File: src/rtl/ts_sar_responder_if.sv
// Temperature-sensor link bundle: controller-side D2A_* strobes, comparator/DAC pins and the
// A2D_* result. master = controller/analog model, slave = ts_sar_responder.
interface ts_sar_responder_if #(
  parameter int unsigned NBITS = 8
);
  logic             D2A_TS_EN;
  logic             D2A_TS_START_EN;
  logic             D2A_TS_CLK;
  logic             D2A_TS_CHOPPER_CLK;
  logic             cmp_in;
  logic [3:0]       reg_offset;
  logic [NBITS-1:0] dac_code;
  logic             sample_en;
  logic             conv_busy;
  logic [NBITS-1:0] A2D_TS_DOUT;
  logic             A2D_TS_DETOK;

  modport master (
    output D2A_TS_EN, D2A_TS_START_EN, D2A_TS_CLK, D2A_TS_CHOPPER_CLK, cmp_in, reg_offset,
    input  dac_code, sample_en, conv_busy, A2D_TS_DOUT, A2D_TS_DETOK
  );

  modport slave (
    input  D2A_TS_EN, D2A_TS_START_EN, D2A_TS_CLK, D2A_TS_CHOPPER_CLK, cmp_in, reg_offset,
    output dac_code, sample_en, conv_busy, A2D_TS_DOUT, A2D_TS_DETOK
  );
endinterface

File: src/rtl/ts_sar_responder.sv
// Analog-side SAR sequencer for the TS link: one chopper-corrected conversion per START_EN rise.
// Optional output trim (saturating add of reg_offset) enabled by macro TS_SAR_OFFSET_TRIM_EN.
module ts_sar_responder #(
  parameter int unsigned NBITS       = 8,
  parameter int unsigned DETOK_HI    = 4,
  parameter int unsigned SYNC_STAGES = 2
) (
  input logic              clk,
  input logic              RSTn,
  ts_sar_responder_if.slave ts
);

  localparam int unsigned IdxW = (NBITS > 1) ? $clog2(NBITS) : 1;
  localparam int unsigned CntW = $clog2(DETOK_HI + 2);
  localparam logic [NBITS-1:0] MsbOnly = {1'b1, {(NBITS - 1){1'b0}}};

  typedef enum logic [2:0] {StIdle, StWait, StArm, StSample, StConv, StDone} state_e;

  state_e                       state_q, state_d;
  logic [SYNC_STAGES-1:0][3:0]  sync_q;
  logic [1:0]                   edge_q;
  logic [NBITS-1:0]             dac_code_q, dac_code_d;
  logic                         sample_en_q, sample_en_d;
  logic                         chop_l_q, chop_l_d;
  logic [IdxW-1:0]              bit_idx_q, bit_idx_d;
  logic [CntW-1:0]              done_cnt_q, done_cnt_d;
  logic [NBITS-1:0]             dout_q, dout_d;
  logic                         detok_q, detok_d;
  logic [NBITS-1:0]             result;
  logic                         en_s, start_s, tsclk_s, chop_s;
  logic                         start_rise, tsclk_rise, cmp_eff;

  // Synchronized bit order: {EN, START_EN, TS_CLK, CHOPPER_CLK}
  always_ff @(posedge clk or negedge RSTn) begin
    if (!RSTn) begin
      sync_q <= '0;
      edge_q <= '0;
    end else begin
      sync_q[0] <= {ts.D2A_TS_EN, ts.D2A_TS_START_EN, ts.D2A_TS_CLK, ts.D2A_TS_CHOPPER_CLK};
      for (int i = 1; i < int'(SYNC_STAGES); i++) begin
        sync_q[i] <= sync_q[i-1];
      end
      edge_q <= {start_s, tsclk_s};
    end
  end

  assign {en_s, start_s, tsclk_s, chop_s} = sync_q[SYNC_STAGES-1];
  assign start_rise = start_s & ~edge_q[1];
  assign tsclk_rise = tsclk_s & ~edge_q[0];
  assign cmp_eff    = ts.cmp_in ^ chop_l_q;

`ifdef TS_SAR_OFFSET_TRIM_EN
  logic signed [NBITS+1:0] trim_sum;
  assign trim_sum = $signed({2'b00, dac_code_q})
                  + $signed({{(NBITS - 2){ts.reg_offset[3]}}, ts.reg_offset});
  always_comb begin
    if (trim_sum[NBITS+1]) begin
      result = '0;
    end else if (trim_sum[NBITS]) begin
      result = '1;
    end else begin
      result = trim_sum[NBITS-1:0];
    end
  end
`else
  assign result = dac_code_q;
`endif

  always_ff @(posedge clk or negedge RSTn) begin
    if (!RSTn) begin
      state_q     <= StIdle;
      dac_code_q  <= '0;
      sample_en_q <= 1'b0;
      chop_l_q    <= 1'b0;
      bit_idx_q   <= IdxW'(NBITS - 1);
      done_cnt_q  <= '0;
      dout_q      <= '0;
      detok_q     <= 1'b0;
    end else begin
      state_q     <= state_d;
      dac_code_q  <= dac_code_d;
      sample_en_q <= sample_en_d;
      chop_l_q    <= chop_l_d;
      bit_idx_q   <= bit_idx_d;
      done_cnt_q  <= done_cnt_d;
      dout_q      <= dout_d;
      detok_q     <= detok_d;
    end
  end

  always_comb begin
    state_d     = state_q;
    dac_code_d  = dac_code_q;
    sample_en_d = sample_en_q;
    chop_l_d    = chop_l_q;
    bit_idx_d   = bit_idx_q;
    done_cnt_d  = done_cnt_q;
    dout_d      = dout_q;
    detok_d     = detok_q;
    if (!en_s) begin
      // Disable wins everywhere; the last result stays on A2D_TS_DOUT.
      state_d     = StIdle;
      dac_code_d  = '0;
      sample_en_d = 1'b0;
      detok_d     = 1'b0;
    end else begin
      unique case (state_q)
        StIdle: state_d = StWait;
        StWait: begin
          if (start_rise) state_d = StArm;
        end
        StArm: begin
          if (tsclk_rise) begin
            state_d     = StSample;
            chop_l_d    = chop_s;
            sample_en_d = 1'b1;
          end
        end
        StSample: begin
          if (tsclk_rise) begin
            state_d     = StConv;
            sample_en_d = 1'b0;
            dac_code_d  = MsbOnly;
            bit_idx_d   = IdxW'(NBITS - 1);
          end
        end
        StConv: begin
          if (tsclk_rise) begin
            if (!cmp_eff) dac_code_d[bit_idx_q] = 1'b0;
            if (bit_idx_q != '0) begin
              dac_code_d[bit_idx_q - IdxW'(1)] = 1'b1;
              bit_idx_d = bit_idx_q - IdxW'(1);
            end else begin
              state_d    = StDone;
              done_cnt_d = '0;
            end
          end
        end
        StDone: begin
          // cnt 0: publish result; 1..DETOK_HI: DETOK high; DETOK_HI+1: leave.
          if (done_cnt_q == CntW'(DETOK_HI + 1)) begin
            detok_d    = 1'b0;
            dac_code_d = '0;
            state_d    = StWait;
          end else begin
            if (done_cnt_q == '0) begin
              dout_d = result;
            end else begin
              detok_d = 1'b1;
            end
            done_cnt_d = done_cnt_q + CntW'(1);
          end
        end
        default: state_d = StIdle;
      endcase
    end
  end

  assign ts.dac_code     = dac_code_q;
  assign ts.sample_en    = sample_en_q;
  assign ts.conv_busy    = (state_q == StSample) || (state_q == StConv) || (state_q == StDone);
  assign ts.A2D_TS_DOUT  = dout_q;
  assign ts.A2D_TS_DETOK = detok_q;

endmodule

File: src/flat_wrapper.sv
// flat-port wrapper written by rule: the top's interface ports become plain ports
module ts_sar_responder_flat 
#(
  parameter int unsigned NBITS       = 8,
  parameter int unsigned DETOK_HI    = 4,
  parameter int unsigned SYNC_STAGES = 2
)
  (clk, RSTn, ts_D2A_TS_EN, ts_D2A_TS_START_EN, ts_D2A_TS_CLK, ts_D2A_TS_CHOPPER_CLK, ts_cmp_in, ts_reg_offset, ts_dac_code, ts_sample_en, ts_conv_busy, ts_A2D_TS_DOUT, ts_A2D_TS_DETOK);
  ts_sar_responder_if #(.NBITS(NBITS)) ts_i ();
  input logic clk;
  input logic RSTn;
  input wire logic [$bits(ts_i.D2A_TS_EN)-1:0] ts_D2A_TS_EN;
  input wire logic [$bits(ts_i.D2A_TS_START_EN)-1:0] ts_D2A_TS_START_EN;
  input wire logic [$bits(ts_i.D2A_TS_CLK)-1:0] ts_D2A_TS_CLK;
  input wire logic [$bits(ts_i.D2A_TS_CHOPPER_CLK)-1:0] ts_D2A_TS_CHOPPER_CLK;
  input wire logic [$bits(ts_i.cmp_in)-1:0] ts_cmp_in;
  input wire logic [$bits(ts_i.reg_offset)-1:0] ts_reg_offset;
  output wire logic [$bits(ts_i.dac_code)-1:0] ts_dac_code;
  output wire logic [$bits(ts_i.sample_en)-1:0] ts_sample_en;
  output wire logic [$bits(ts_i.conv_busy)-1:0] ts_conv_busy;
  output wire logic [$bits(ts_i.A2D_TS_DOUT)-1:0] ts_A2D_TS_DOUT;
  output wire logic [$bits(ts_i.A2D_TS_DETOK)-1:0] ts_A2D_TS_DETOK;
  assign ts_i.D2A_TS_EN = ts_D2A_TS_EN;
  assign ts_i.D2A_TS_START_EN = ts_D2A_TS_START_EN;
  assign ts_i.D2A_TS_CLK = ts_D2A_TS_CLK;
  assign ts_i.D2A_TS_CHOPPER_CLK = ts_D2A_TS_CHOPPER_CLK;
  assign ts_i.cmp_in = ts_cmp_in;
  assign ts_i.reg_offset = ts_reg_offset;
  assign ts_dac_code = ts_i.dac_code;
  assign ts_sample_en = ts_i.sample_en;
  assign ts_conv_busy = ts_i.conv_busy;
  assign ts_A2D_TS_DOUT = ts_i.A2D_TS_DOUT;
  assign ts_A2D_TS_DETOK = ts_i.A2D_TS_DETOK;
  ts_sar_responder #(.NBITS(NBITS), .DETOK_HI(DETOK_HI), .SYNC_STAGES(SYNC_STAGES)) u_core (.clk(clk), .RSTn(RSTn), .ts(ts_i));
endmodule
File: config.mk
export PLATFORM = sky130hd
export DESIGN_NAME = ts_sar_responder_flat
export DESIGN_NICKNAME = d
export VERILOG_FILES = /design/src/rtl/ts_sar_responder_if.sv /design/src/rtl/ts_sar_responder.sv /design/src/flat_wrapper.sv
export SDC_FILE = /design/constraint.sdc
export NUM_CORES = 1
export LEC_CHECK = 0
export BUFFER_PORTS_ARGS = -buffer_cell sky130_fd_sc_hd__buf_4
export CORE_UTILIZATION = 30
export CTS_CLUSTER_SIZE = 24
export DETAILED_ROUTE_END_ITERATION = 10
export GPL_TIMING_DRIVEN = 0
export PLACE_DENSITY = 0.47
export SYNTH_ARGS = -nofsm -noshare
export SYNTH_HDL_FRONTEND = slang
export SYNTH_SLANG_ARGS = --single-unit
File: constraint.sdc
create_clock -name clk -period 1.9 [get_ports clk]
set_clock_uncertainty 0.1 [all_clocks]
set_input_delay 0.19 -clock clk [delete_from_list [all_inputs] [get_ports clk]]
set_output_delay 0.19 -clock clk [all_outputs]
set_load 0.02 [all_outputs]
==> out/metrics.yaml, run 1 <==
row_count: 28
yosysSeqAreaShare_pct: 49.26
num_antenna_cells: 0
ff2ff_path_depth: 6
maxCapViolations: 0
period_minus_slack_ps: 1861
crit_family: "simple AND/OR/NAND/NOR gates"
initial_core_util_pct: 31.98
core_area_um2: 6061
syn_to_final_growth_pct: 28.28
synth_nets: 189
endpoint_kind: "register"
final_cells: 292
leakage_uw: 0.001088
crit_cells: 6
cts_buffers: 5
synth_area_um2: 1938
cts_tree: "done"
netlist_top_cells_area: "dfrtp_1 45%, mux2_1 6.4%, dfstp_2 4.1%"
synthDistinctLibCells: 54
track_usage_pct: 13.89
synth_edf_count: 0
r2r_end: "u_core.ts.A2D_TS_DOUT[5]$_DFFE_PN0P_"
critical_path_required_ps: 1970
post-synth-top-count-cell: "dfrtp_1"
wire_per_inst_um: 14.50
final-hold-violation-count: 0
fin_crit_sh_pct: 97.93
final_max_slew_viol_count: 0
cts.sinks: 38
portBuffers: 25
grt_max_degree: 39
clk-insertion-delay-late_ps: 290
fp.dieW_um: 82.38
synth_area_per_cell_um2: 11.20
worstPathArrival_ps: 1930
h-tree-depth: 2
antenna_found_initial: 0
synthCells: 173
dieArea_um2: 6786
stdcell_area_um2: 2486
async_reset_ff_share_pct: 100.0
drive_gt1_share_pct: 34.10
start_kind: "register"
netlist_top_cells_count: "35 x dfrtp_1, 15 x nand2_1, 11 x inv_1, 11 x mux2_1, 7 x a21oi_1"
ios: 30
dpl_cell_area_um2: 2220
ys_ff_latch: 38
crit_start: "u_core.state_q[1]$_DFFE_PN0P_"
clk_pin_slew_ps: 70
crit_fanout: 10
grt_pass1_wl_um: 6906
rsz0062_at_grt: "yes"
clockBufferDepth: 2
fmax_ghz: 0.5375
status: "completed"
slowest_stage: "dfrtp_1"
grt_pass1_vias: 1424
hold_start: "u_core.sync_q[3]$_DFF_PN0_"
r2r_slack_ps: 40
powerDensity_nw_per_um2: 1019
first_pass_iters: 4
vias: 1534
synth_largest_area_cell: "dfrtp_1"
hold_class: "register to register"
drt_wl_total_um: 4235
critPathBufInv: 2
setup.worst_path.class: "register to register"
setup_viol: 0
postRouteAntennaNets: 0
place_congestion: 0.8285
post-dp-hpwl_um: 2994
worst_pin_slew_ps: 528.2
cts_root_buf: "clkbuf_8"
ys.flop_type: "dfrtp_1"
dieHeight_um: 82.38
drt_iter0_drc: 84
synth_top_area_share_pct: 45.19
num-nets-final: 232
path_cells: "buf_6 -> nor2b_4 -> nand2_2 -> nor4bb_2 -> buf_4 -> mux2_4"
yosysWarnings: 0
slowest_delay_ps: 370
slew_headroom_pct: 64.53
r2r-start: "u_core.state_q[1]$_DFFE_PN0P_"
crit_end: "u_core.ts.A2D_TS_DOUT[5]$_DFFE_PN0P_"
viasPerCell: 5.253
drc: 0
place_inst: 273
ir_drop_mv: 0.4427
overflow: 0
## per-layer routing
| layer | vias up | global-route usage, % | wire (µm) |
|---|---|---|---|
| met4 | 0 | 5.789 | 59 |
| met2 | 43 | 21.16 | 1899 |
| met5 | - | 0 | 0 |
| met3 | 7 | 3.297 | 199 |
| met1 | 756 | 18.77 | 2077 |
| li1 | 728 | - | - |
## cell usage in the layout (no fill, tap or decap), types with 5 or more instances in the layout
cell | Yosys | final
inv_1 | 11 | 9
clkbuf_8 | 0 | 5
mux2_4 | 0 | 8
a21oi_1 | 7 | 7
o211ai_1 | 5 | 5
dfrtp_1 | 35 | 35
nor2_1 | 6 | 6
dlygate4sd3_1 | 0 | 5
buf_4 | 2 | 33
nand2_1 | 15 | 13
## flip-flops by register name (all words and copies together) (netlist names), 2 cells and up
| signal | flops |
|---|---|
| u_core.bit_idx_q | 3 |
| u_core.ts.A2D_TS_DOUT | 8 |
| u_core.ts.dac_code | 8 |
| u_core.state_q | 3 |
| u_core.done_cnt_q | 3 |
| u_core.sync_q | 5 |
| u_core.edge_q | 2 |
## power by group
| group | switching, µW | internal [µW] | leakage [µW] |
|---|---|---|---|
| combinational | 524 | 460 | 0.000556 |
| clock | 268 | 261 | 0.0000395 |
| sequential | 97.9 | 924 | 0.000493 |
## cell families after synthesis
| logic type | count (synthesis) | synth area share (%) |
|---|---|---|
| compound gates | 46 | 17.75 |
| fa+ha+maj | 5 | 3.228 |
| simple gates | 52 | 17.04 |
| flops | 38 | 49.26 |
| buf+inv | 18 | 4.777 |
| xor+xnor | 1 | 0.4520 |
| mux | 13 | 7.489 |
## metrics by stage
stage / utilization, % / total power [µW] / TNS [ps] / hold slack [ps] / worst slack (ps)
after global routing: 41.02 / 2723 / -146.2 / 258.5 / -38.43
after global placement: 36.62 / 1792 / -1173 / 84.48 / -208.3
after floorplan: - / 1585 / 0 / -205.6 / 20.96
after detailed placement: 36.62 / 1803 / -1278 / 95.31 / -236.4
after CTS: 39.37 / 2418 / 0 / 254.0 / 4.279
final: 41.02 / 2534 / 0 / 250.0 / 39.40
## what timing repair did
action	in CTS	in global routing
setup buffers	2	4
hold buffers	5	0
gates resized for setup	6	19
pin swaps	3	7
hold endpoints to repair	39	0
gates cloned	0	0
endpoints found under the setup margin	14	18
## cell type report
class / count / area, µm²
fill: 598 / 3575
multi-input combinational: 117 / 978.4
timing repair buffer: 36 / 282.8
clock buffer: 8 / 80.08
tap: 75 / 93.84
buffer: 7 / 52.55
sequential: 38 / 954.7
inverter: 11 / 43.79
## worst min path at each step
stage,to,slack [ps],cells after the start
global route,u_core.en_s$_DFF_PN0_,260,0
CTS,u_core.en_s$_DFF_PN0_,250,0
global placement,u_core.ts.A2D_TS_DOUT[0]$_DFFE_PN0P_,80,1
finish,u_core.en_s$_DFF_PN0_,250,0
floorplan,u_core.chop_l_q$_DFFE_PN0P_,-210,0
detailed placement,u_core.ts.A2D_TS_DOUT[1]$_DFFE_PN0P_,100,1
No activity file was read; power rests on OpenSTA's default activity.
==> inputs of run 2 (changes only) <==
Settings changed: PLACE_DENSITY 0.47 to 0.46, RECOVER_POWER set to 50.
Clock period 1.9 ns to 2.4 ns, I/O delays scaled along.
==> run 2 against run 1 <==
Effect of this change: clock power shrank 0.8%; highest routed layer unchanged; critical endpoint is now u_core.ts.dac_code[0]$_DFFE_PN0P_; power shrank 23%; via count shrank 3.3%; routed wire length shrank 5.4%; critical path depth is the same; non-clock buffer count shrank 6; design area shrank 4.5%; core utilization shrank 1.9 points; sequential cell count is the same; first-iteration DRC count grew 24%.
==> out/metrics.yaml, run 2 (synthesis gave the netlist of run 1 again) <==
dieArea_um2: 6786  # unchanged
fmax_ghz: 0.4786  # -11%
ios: 30  # unchanged
drive_gt1_share_pct: 23.70  # -10 points
syn_to_final_growth_pct: 22.47
status: "completed"
final-hold-violation-count: 0  # unchanged
postRouteAntennaNets: 0  # unchanged
initial_core_util_pct: 31.98  # unchanged
cts_resized: 0  # -6
powerDensity_nw_per_um2: 819.5  # -20%
clockBufferDepth: 2  # unchanged
slew_headroom_pct: 37.87  # -27 points
endpoint_kind: "register"
num_antenna_cells: 0  # unchanged
power_frac_seq_pct: 42.1  # +1.8 points
cts_buffers: 5  # unchanged
drt_wl_total_um: 4008  # -5.4%
power.share.combinational_pct: 30.9  # -7.9 points
clockPowerShare_pct: 26.9  # +6.1 points
leakage_uw: 0.001066  # -2.0%
period_minus_slack_ps: 2089  # +228.8 ps
setup.worst_path.class: "register to register"
h-tree-depth: 2  # unchanged
fin_crit_sh_pct: 87.06  # -11 points
layout_commonest_cell: "dfrtp_1"
clk_pin_slew_ps: 70  # about the same
worstPathArrival_ps: 2190  # +260 ps
vias: 1483  # -3.3%
place_congestion: 0.8710  # +5.1%
num-nets-final: 226  # -2.6%
place_inst: 273  # unchanged
cts_root_buf: "clkbuf_8"
grt_pass1_wl_um: 6630  # -4.0%
dpl_cell_area_um2: 2220  # unchanged
overflow: 0  # unchanged
track_usage_pct: 13.26  # -0.63 points
post-dp-hpwl_um: 2966  # -0.92%
worst_pin_slew_ps: 932.0  # +403.8 ps
final_cells: 286  # -2.1%
wire_per_inst_um: 14.01  # -3.4%
drt_iter0_drc: 104  # +24%
switching_share_pct: 33.36  # -1.7 points
setup_viol: 0  # unchanged
rsz0062_at_grt: "no"
p_sw_uw: 648.8  # -27%
drc: 0  # unchanged
final_max_slew_viol_count: 0  # unchanged
viasPerCell: 5.185  # -1.3%
core_area_um2: 6061  # unchanged
hold_ws_ps: 254.7  # +4.706 ps
clk-insertion-delay-late_ps: 290  # about the same
stdcell_area_um2: 2374  # -4.5%
critical_path_required_ps: 2500  # +530 ps
grt_max_degree: 39  # unchanged
start_kind: "register"
first_pass_iters: 4  # unchanged
crit_fanout: 7  # -3
cts_tree: "done"
grt_pass1_vias: 1371  # -3.7%
totalNegativeSetupSlack_ps: 0  # unchanged
dieHeight_um: 82.38  # unchanged
row_count: 28  # unchanged
maxCapViolations: 0  # unchanged
cts.sinks: 38  # unchanged
layout_common_cells: "35 x dfrtp_1, 22 x buf_4, 15 x nand2_1"
antenna_found_initial: 0  # unchanged
power.internal_uw: 1296  # -21%
fp.dieW_um: 82.38  # unchanged
power.total_uw: 1945  # -23%
ir_drop_mv: 0.2869  # -35%
hold_class: "register to register"
portBuffers: 25  # unchanged
==> run 2: final timing paths <==
check                                           startpoint                              endpoint  slack [ps]  cells past startpoint
setup / recovery           u_core.bit_idx_q[0]$_DFFE_PN1P_     u_core.ts.dac_code[0]$_DFFE_PN0P_         310                      6
max in group asynchronous                             RSTn    u_core.ts.A2D_TS_DETOK$_DFFE_PN0P_        1100                      2
min in group asynchronous                             RSTn  u_core.ts.A2D_TS_DOUT[0]$_DFFE_PN0P_         520                      2
hold reg to reg                 u_core.sync_q[2]$_DFF_PN0_              u_core.start_s$_DFF_PN0_         250                      0
setup reg to reg           u_core.bit_idx_q[0]$_DFFE_PN1P_     u_core.ts.dac_code[0]$_DFFE_PN0P_         310                      6
hold / removal                  u_core.sync_q[2]$_DFF_PN0_              u_core.start_s$_DFF_PN0_         250                      0
==> run 2: power groups by stage <==
stage | Clock (µW) | Combinational, µW | Sequential (µW)
floorplan | 0 | 440 | 815
global placement | 0 | 588 | 825
detailed placement | 0 | 593 | 828
CTS | 542 | 602 | 816
global route | 578 | 671 | 829
finish | 524 | 602 | 819
==> run 2: metal layers <==
metal | global-route usage [%] | wire length, µm
met4 | 5.789 | 64
met2 | 19.67 | 1797
met1 | 18.14 | 1962
met5 | 0 | 0
met3 | 3.297 | 184
==> run 2: repair_timing <==
item / in CTS / in global routing
setup buffers: 0 / 0
hold endpoints to repair: 39 / 0
hold buffers: 5 / 0
==> run 2: stage by stage <==
stage	utilization [%]	setup slack [ps]
global route	39.16	168.8
finish	39.16	310.6
global placement	36.62	304.4
CTS	39.20	320.6
detailed placement	36.62	342.2
floorplan	-	521.0
==> run 2: layout make-up <==
class                      count  area, µm²
clock inverter                 1      30.03
multi-input combinational    117      890.9
sequential                    38      954.7
inverter                      11      41.29
clock buffer                   7      76.32
tap                           75      93.84
fill                         595       3687
timing repair buffer          30      235.2
buffer                         7      51.30
==> run 2: critical path: stages (launching register included) <==
cell and delay, ps:
dfstp_2 600, inv_1 130, ha_1 260, or3_1 390, nand2_1 80, o211ai_1 140, a221oi_2 290
==> inputs of run 3 (changes only) <==
Settings changed: CORE_UTILIZATION 30 to 55, PLACE_DENSITY 0.46 to 0.76.
==> run 3 against run 2 <==
Effect of this change: combinational power is 1% higher; power grew 2.7%; first-iteration DRC count decreased by 8.7%; via count grew 3.0%; sequential power about the same; fmax decreased by 2.4%; core utilization increased by 30 points; register-to-register slack got worse by 50 ps; critical path type unchanged.
==> out/metrics.yaml, run 3 (synthesis gave the netlist of run 1 again) <==
status: "completed"
period_minus_slack_ps: 2142  # +52.39 ps
drt_wl_total_um: 3975  # -0.82%
hold_class: "register to register"
layout_common_cells: "35 x dfrtp_1, 22 x buf_4, 15 x nand2_1"
hold_ws_ps: 259.0  # +4.340 ps
fillCellCount: 268  # -55%
antenna_found_initial: 0  # unchanged
final-hold-violation-count: 0  # unchanged
row_count: 21  # -25%
clk-insertion-delay-late_ps: 360  # +70 ps
grt_max_degree: 39  # unchanged
dieHeight_um: 61.36  # -26%
h-tree-depth: 2  # unchanged
cts.sinks: 38  # unchanged
drt_iter0_drc: 95  # -8.7%
crit_fanout: 7  # unchanged
holdPathEnd: "u_core.en_s$_DFF_PN0_"
track_usage_pct: 23.63  # +10 points
viasPerCell: 5.946  # +15%
holdPathStages: 0  # unchanged
hold_start: "u_core.sync_q[3]$_DFF_PN0_"
totalNegativeSetupSlack_ps: 0  # unchanged
setup.worst_path.class: "register to register"
place_congestion: 0.8586  # -1.4%
fin_crit_sh_pct: 89.24  # +2.2 points
power.total_uw: 1997  # +2.7%
ir_drop_mv: 0.5468  # +91%
ios: 30  # unchanged
clk_pin_slew_ps: 110  # +40 ps
endpoint_kind: "register"
slew_headroom_pct: 39.78  # +1.9 points
postRouteAntennaNets: 0  # unchanged
cts_root_buf: "clkbuf_4"
post-dp-hpwl_um: 2875  # -3.1%
rsz0062_at_grt: "no"
cts_resized: 0  # unchanged
worstPathArrival_ps: 2310  # +120 ps
dieArea_um2: 3765  # -45%
wire_per_inst_um: 15.47  # +10%
cts_tree: "done"
grt_pass1_vias: 1435  # +4.7%
fp.dieW_um: 61.36  # -26%
regArea_um2: 954.7  # unchanged
drive_gt1_share_pct: 24.64  # +0.95 points
ff2ff_path_depth: 6  # unchanged
grt_pass1_wl_um: 6348  # -4.3%
maxCapViolations: 0  # unchanged
layout_commonest_cell: "dfrtp_1"
r2r_slack_ps: 260  # -50 ps
critical_path_required_ps: 2570  # +70 ps
syn_to_final_growth_pct: 20.85
cts_buffers: 5  # unchanged
post-route-util_pct: 69.64  # +30 points
drc: 0  # unchanged
r2r-start: "u_core.bit_idx_q[0]$_DFFE_PN1P_"
start_kind: "register"
clockBufferDepth: 2  # unchanged
vias: 1528  # +3.0%
num-nets-final: 226  # unchanged
fmax_ghz: 0.4669  # -2.4%
setup_viol: 0  # unchanged
initial_core_util_pct: 57.63  # +26 points
num_antenna_cells: 0  # unchanged
final_max_slew_viol_count: 0  # unchanged
overflow: 0  # unchanged
worst_pin_slew_ps: 903.3  # -28.70 ps
first_pass_iters: 4  # unchanged
leakage_uw: 0.001072  # +0.56%
r2r_end: "u_core.ts.dac_code[0]$_DFFE_PN0P_"
portBuffers: 25  # unchanged
core_area_um2: 3363  # -45%
powerDensity_nw_per_um2: 852.6  # +4.0%
multi_input_area_um2: 890.9  # unchanged
[run 3: power by group]
part	total, µW	internal [µW]	switching [µW]	leakage (µW)
logic	609	253	356	0.000521
clock network	571	353	218	0.0000585
registers	817	732	85.2	0.000493
total	2000	1340	660	0.00107
[run 3: how the worst max path moves through the flow]
stage / slack, ps / endpoint / startpoint / cells past startpoint
floorplan: 520 / u_core.ts.dac_code[0]$_DFFE_PN0P_ / u_core.bit_idx_q[0]$_DFFE_PN1P_ / 6
global placement: 350 / u_core.ts.dac_code[0]$_DFFE_PN0P_ / u_core.bit_idx_q[0]$_DFFE_PN1P_ / 6
detailed placement: 310 / u_core.ts.dac_code[0]$_DFFE_PN0P_ / u_core.bit_idx_q[0]$_DFFE_PN1P_ / 6
CTS: 270 / u_core.ts.dac_code[0]$_DFFE_PN0P_ / u_core.bit_idx_q[0]$_DFFE_PN1P_ / 6
global route: 200 / u_core.ts.dac_code[0]$_DFFE_PN0P_ / u_core.bit_idx_q[0]$_DFFE_PN1P_ / 6
finish: 260 / u_core.ts.dac_code[0]$_DFFE_PN0P_ / u_core.bit_idx_q[0]$_DFFE_PN1P_ / 6
[run 3: repair_timing]
| item | CTS | global route |
|---|---|---|
| buffers inserted | 0 | 0 |
| endpoints found under the hold margin | 39 | 0 |
| hold buffers | 5 | 0 |
[run 3: routing by layer]
metal | wire (µm) | up-vias | part of all wire (%) | global-route usage [%]
met1 | 1758 | 765 | 44 | 30.08
met4 | 70 | 0 | 1.8 | 9.206
met5 | 0 | - | 0 | 0
met2 | 1939 | 35 | 49 | 38.51
li1 | - | 718 | - | -
met3 | 207 | 10 | 5.2 | 6.513
[run 3: area by class of cell]
class                   instances  area share (%)
well taps                      46           2.457
flip-flops and latches         38           40.76
clock buffers                   6           2.190
multi-input cells             117           38.03
plain buffers                   7           2.190
clock inverters                 2           2.564
inverters                      11           1.763
repair buffers                 30           10.04
[run 3: worst max-delay path, stage by stage, from the launching register on]
cell and delay (ps):
dfstp_2 620, inv_1 140, ha_1 260, or3_1 400, nand2_1 80, o211ai_1 140
a221oi_2 310
[run 3: through the flow]
stage / cells / setup slack, ps / cell area, µm²
floorplan: 173 / 521.0 / 1938
global placement: 244 / 353.1 / 2183
detailed placement: 244 / 310.6 / 2183
CTS: 257 / 272.2 / 2345
global route: 257 / 202.4 / 2342
finish: 257 / 258.2 / 2342
